$ cat src/rtl/mfgate_rr_arbiter_pkg.sv
// Shared definitions for the round-robin multifunction gate arbiter:
// function-select encodings and a reference evaluation function.
package mfgate_rr_arbiter_pkg;

  localparam logic [1:0] SEL_PASS_X = 2'b00;
  localparam logic [1:0] SEL_Y_A    = 2'b01;
  localparam logic [1:0] SEL_Y_B    = 2'b10;
  localparam logic [1:0] SEL_NOT_X  = 2'b11;

  function automatic logic mf_eval(input logic x, input logic y, input logic [1:0] sel);
    logic f;
    case (sel)
      SEL_PASS_X: f = x;
      SEL_Y_A:    f = y;
      SEL_Y_B:    f = y;
      SEL_NOT_X:  f = ~x;
      default:    f = x;
    endcase
    return f;
  endfunction

endpackage

$ cat src/rtl/mfgate_rr_arbiter_mf_gate_core.sv
// Combinational multifunction gate: sel picks x, y or ~x.
module mf_gate_core
  import mfgate_rr_arbiter_pkg::*;
(
  input  logic       x,
  input  logic       y,
  input  logic [1:0] sel,
  output logic       f
);

  always_comb begin
    f = x;
    case (sel)
      SEL_PASS_X:       f = x;
      SEL_Y_A, SEL_Y_B: f = y;
      SEL_NOT_X:        f = ~x;
      default:          f = x;
    endcase
  end

endmodule

$ cat src/rtl/mfgate_rr_arbiter.sv
// Round-robin arbiter sharing one mf_gate_core among N requesters, with a
// single-entry registered output that can drain and refill in one cycle.
module mfgate_rr_arbiter
  import mfgate_rr_arbiter_pkg::*;
#(
  parameter int N   = 4,
  parameter int IDW = 2
) (
  input  logic           clk,
  input  logic           rst,
  input  logic [N-1:0]   req_valid,
  input  logic [N-1:0]   req_x,
  input  logic [N-1:0]   req_y,
  input  logic [N-1:0]   req_a,
  input  logic [N-1:0]   req_b,
  output logic [N-1:0]   req_ready,
  output logic           out_valid,
  output logic           out_f,
  output logic [IDW-1:0] out_id,
  input  logic           out_ready,
  output logic [7:0]     grant_cnt
);

  logic [IDW-1:0] rr_ptr_reg;
  logic           out_valid_reg;
  logic           out_f_reg;
  logic [IDW-1:0] out_id_reg;
  logic [7:0]     grant_cnt_reg;

  logic [IDW-1:0] scan_idx [N];
  logic [IDW-1:0] win_idx;
  logic           win_found;
  logic           can_accept;
  logic           xfer;
  logic           core_f;
  logic [IDW-1:0] rr_ptr_next;

  // scan_idx[k] is the requester examined k-th, starting at the pointer.
  for (genvar gi = 0; gi < N; gi++) begin : g_scan
    assign scan_idx[gi] = IDW'((32'(rr_ptr_reg) + gi) % N);
  end

  // Walk from the far end so the earliest position in the scan wins.
  always_comb begin
    win_found = 1'b0;
    win_idx   = '0;
    for (int k = N - 1; k >= 0; k--) begin
      if (req_valid[scan_idx[k]]) begin
        win_found = 1'b1;
        win_idx   = scan_idx[k];
      end
    end
  end

  assign can_accept  = ~out_valid_reg | out_ready;
  assign xfer        = win_found & can_accept & ~rst;
  assign rr_ptr_next = IDW'((32'(win_idx) + 1) % N);

  for (genvar gi = 0; gi < N; gi++) begin : g_grant
    assign req_ready[gi] = xfer && (win_idx == IDW'(gi));
  end

  // Only the winner's bits reach the core, so other requesters' operands are don't-care.
  mf_gate_core u_core (
    .x   (req_x[win_idx]),
    .y   (req_y[win_idx]),
    .sel ({req_a[win_idx], req_b[win_idx]}),
    .f   (core_f)
  );

  always_ff @(posedge clk) begin
    if (rst) begin
      out_valid_reg <= 1'b0;
      out_f_reg     <= 1'b0;
      out_id_reg    <= '0;
      rr_ptr_reg    <= '0;
      grant_cnt_reg <= 8'd0;
    end else if (xfer) begin
      out_valid_reg <= 1'b1;
      out_f_reg     <= core_f;
      out_id_reg    <= win_idx;
      rr_ptr_reg    <= rr_ptr_next;
      grant_cnt_reg <= grant_cnt_reg + 8'd1;
    end else if (out_valid_reg && out_ready) begin
      out_valid_reg <= 1'b0;
    end
  end

  assign out_valid = out_valid_reg;
  assign out_f     = out_f_reg;
  assign out_id    = out_id_reg;
  assign grant_cnt = grant_cnt_reg;

endmodule
$ cat config.mk
export PLATFORM = sky130hd
export DESIGN_NAME = mfgate_rr_arbiter
export DESIGN_NICKNAME = d
export VERILOG_FILES = /design/src/rtl/mfgate_rr_arbiter_pkg.sv /design/src/rtl/mfgate_rr_arbiter_mf_gate_core.sv /design/src/rtl/mfgate_rr_arbiter.sv
export SDC_FILE = /design/constraint.sdc
export NUM_CORES = 1
export LEC_CHECK = 0
export CORE_MARGIN = 4
export CORE_UTILIZATION = 45
export DETAILED_ROUTE_END_ITERATION = 6
export PLACE_DENSITY = 0.94
export SKIP_CTS_REPAIR_TIMING = 1
export SLEW_MARGIN = 20
export SYNTH_ARGS = -nofsm -noshare
export SYNTH_HDL_FRONTEND = slang
export SYNTH_SLANG_ARGS = --single-unit
$ cat constraint.sdc
create_clock -name clk -period 6.6 [get_ports clk]
set_input_delay 1.32 -clock clk [delete_from_list [all_inputs] [get_ports clk]]
set_output_delay 1.32 -clock clk [all_outputs]
set_load 0.005 [all_outputs]
==> summary.md <==
| Metric | Value |
|---|---|
| Post-route clock skew | 1.514 ps |
| Slew @ Worst Pin | 599.8 ps |
| Insertion delay to the later sink of the worst-skew pair | 270 ps |
| Hold Startpoint | out_id[1] |
| Largest family of logic cells by synthesized area | simple AND/OR/NAND/NOR gates |
| Ant. Diodes | 0 |
| Top cells by instance count after synthesis | nand2_1, dfxtp_1, nor2_1 |
| Iteration count of the initial detailed-routing pass | 4 |
| Routed wire length | 2067 um |
| Simple-gate share of the synthesized area | 25.07% |
| Sequential share of the synthesized area | 29.71% |
| Slack of the worst reg-to-reg path | 4260 ps |
| R2R Path End | out_f |
| Most instantiated flip-flop cell in the synthesis netlist | dfxtp_1 |
| Full die area | 2893 um^2 |
| Width of the die | 53.79 um |
| Cell types occupying the most area after synthesis | dfxtp_1, ha_1, mux2i_1 |
| Root buffer cell | clkbuf_4 |
| Most frequently used cell type in the post-synthesis netlist | nand2_1 |
| Initial core utilization | 47.60% |
| Number of cells traversed by the worst register-to-register path | 10 |
| Number of clock buffers inserted by TritonCTS | 3 |
| CTS tree | built |
| Min-delay worst type | reg -> reg |
| Setup WS pre-CTS | 1794 ps |
| WS Path Type | in -> out |
| Accumulated negative setup slack | 0 ps |
| Leak | 0.5542 nW |
| Wirelength per Cell | 11.88 um |
| Total Nets Final | 179 |
| Post-Synthesis Cell Area | 943.4 um^2 |
| Placer Congestion | 0.7136 |
| Initial antenna violation count | 0 |
| XOR/XNOR share of the synthesized area | 6.499% |
| Setup slack of the critical path after layout | 1807 ps |
| RSZ-0062 raised after global routing | no |
| Signal arrival time at the worst endpoint | 3470 ps |
| Count of final hold-check violations | 0 |
| Area of the multi-input gates | 624.3 um^2 |
| Result of the run | finished, final reports clean |
| Global route overflow | 0 |
| Floorplan core area | 1982 um^2 |
| # clock sinks | 14 |
| Wire length of the first global-routing pass | 3401 um |
| Endpoints failing setup | 0 |
| Proportion of register bits with asynchronous set or reset after synthesis | 0% |
| Final min period | 4793 ps |
| Pin count of the biggest net entering global routing | 19 |
| Vias in the first global route | 873 |
| Count of pins over their slew limit | 0 |
| Synth-to-layout area growth | 45.49% |
| Startpoint kind of the worst setup timing path | primary input |
| Share of synthesized cell area in full adder, half adder and majority cells | 9.284% |
| Die Span Y | 53.79 um |
| Nature of the critical path endpoint | primary output |
| Number of buffers on the longest clock path | 2 |
| Library cell with the largest summed area after synthesis | dfxtp_1 |
| Via-per-instance ratio | 5.109 |
| Post-synthesis average cell area | 8.735 um^2 |
| Yosys top cell area share | 29.71% |
| Number of distinct library cell variants in the gate-level netlist after synthesis | 33 |
| Net count after synthesis | 138 |
| Clock-pin slew on the worst setup and hold paths | 70 ps |
| Data required time at the worst endpoint | 5280 ps |
| Fmax | 208.6 MHz |
| Total DRC errors in the routed layout | 0 |
| Post-detailed-placement half-perimeter wirelength | 1696 um |
| Number of flip-flops in the largest register | 8 |
| Number of DRC markers in iteration 0 | 15 |
| Worst hold path cell count | 2 |
| Capture endpoint of the worst hold path | out_id[1] |
| Count of state elements after synthesis | 14 |
| R2R Path Start | rr_ptr_reg[1] |
| Mux contribution to synthesized area | 11.27% |
| Seq. cell area | 280.3 um^2 |
| Max cap viols | 0 |
| Share of layout cells above drive strength 1 | 9.524% |
| Max transition margin | 59.68% |
| Synth Warn # | 0 |
| Number of vias after detailed routing | 889 |
| Filler Cells Inserted | 165 |
| Post-route fraction of the period consumed by the critical path | 72.62% |
| Final antenna-violating net count | 0 |
| Synth Area in Compound Gates | 14.06% |
| Maximum fanout count along the critical path | 8 |
| Number of flops mapped to enable cells by yosys | 0 |
| Aggregate global-route resource usage | 15.62% |
| Top-level port count | 39 |
| Max IR drop VDD | 0.0001035 V |
| Row count | 16 |
| IO Port Bufs | 38 |
| Count of mapped cells out of synthesis | 108 |
| Max H-tree Level | 1 |
| Power per cell area | 177.2 nW/um^2 |
## worst max path at each step
stage                             from      endpoint  slack (ps)  cells past startpoint
after floorplan           req_valid[1]  req_ready[1]        2950                      5
after CTS                 req_valid[2]  req_ready[1]        1790                      7
after global routing      req_valid[2]  req_ready[1]        1670                      7
final                     req_valid[2]  req_ready[1]        1810                      7
after global placement    req_valid[2]  req_ready[3]        1870                      7
after detailed placement  req_valid[2]  req_ready[1]        1790                      7
## final cells by class
class | instances | share of cell area [%]
clock buffers | 3 | 1.641
inverters | 7 | 2.279
multi-input cells | 85 | 45.49
flip-flops and latches | 14 | 20.42
well taps | 27 | 2.461
repair buffers | 38 | 27.71
## report_power, final
part	switching [mW]	internal [mW]	leakage (nW)	total, mW
Clock	0.0253	0.0212	0.0138	0.0464
Sequential	0.00765	0.0912	0.115	0.0989
Combinational	0.0457	0.0522	0.426	0.0979
## metal layers
| metal | part of all wire, % | vias up | GRT usage [%] | wire length [um] |
|---|---|---|---|---|
| met4 | 2.1 | 0 | 7.660 | 44 |
| met5 | 0 | - | 0 | 0 |
| met2 | 50 | 38 | 27.42 | 1029 |
| li1 | - | 456 | - | - |
| met1 | 42 | 390 | 18.47 | 867 |
| met3 | 6.0 | 5 | 1.939 | 125 |
## critical path: stages
cell	delay (ps)
clkdlybuf4s50_1	550
or3b_1	420
o221ai_4	150
inv_1	200
ha_1	230
and2_1	140
clkdlybuf4s50_1	450
## per-stage QoR
| step | power, mW | util (%) | hold WS [ps] | std cells | area (um^2) |
|---|---|---|---|---|---|
| floorplan | 0.1584 | - | 479.6 | 108 | 943.4 |
| global placement | 0.1945 | 68.12 | 484.3 | 171 | 1350 |
| detailed placement | 0.1990 | 68.12 | 486.7 | 171 | 1350 |
| CTS | 0.2450 | 69.26 | 498.9 | 174 | 1373 |
| global route | 0.2595 | 69.26 | 536.7 | 174 | 1373 |
| finish | 0.2432 | 69.26 | 493.8 | 174 | 1373 |
## cells by family (layout without fill, tap and decap cells)
family,count (synthesis),in the layout
simple gates,45,45
compound gates,16,16
flops,14,14
mux,10,10
buf+inv,9,48
fa+ha+maj,7,7
xor+xnor,7,7
## cells in the final DEF, fill, tap and decap left out, types with 3 or more instances in the layout
cell              n
and2_1            6
clkbuf_4          3
clkdlybuf4s50_1  38
dfxtp_1          14
ha_1              7
inv_1             4
mux2i_1           8
nand2_1          15
nand3_1           3
nor2_1           11
nor2b_1           3
o211ai_1          3
xor2_1            5
(Power assumes the default switching activity.)
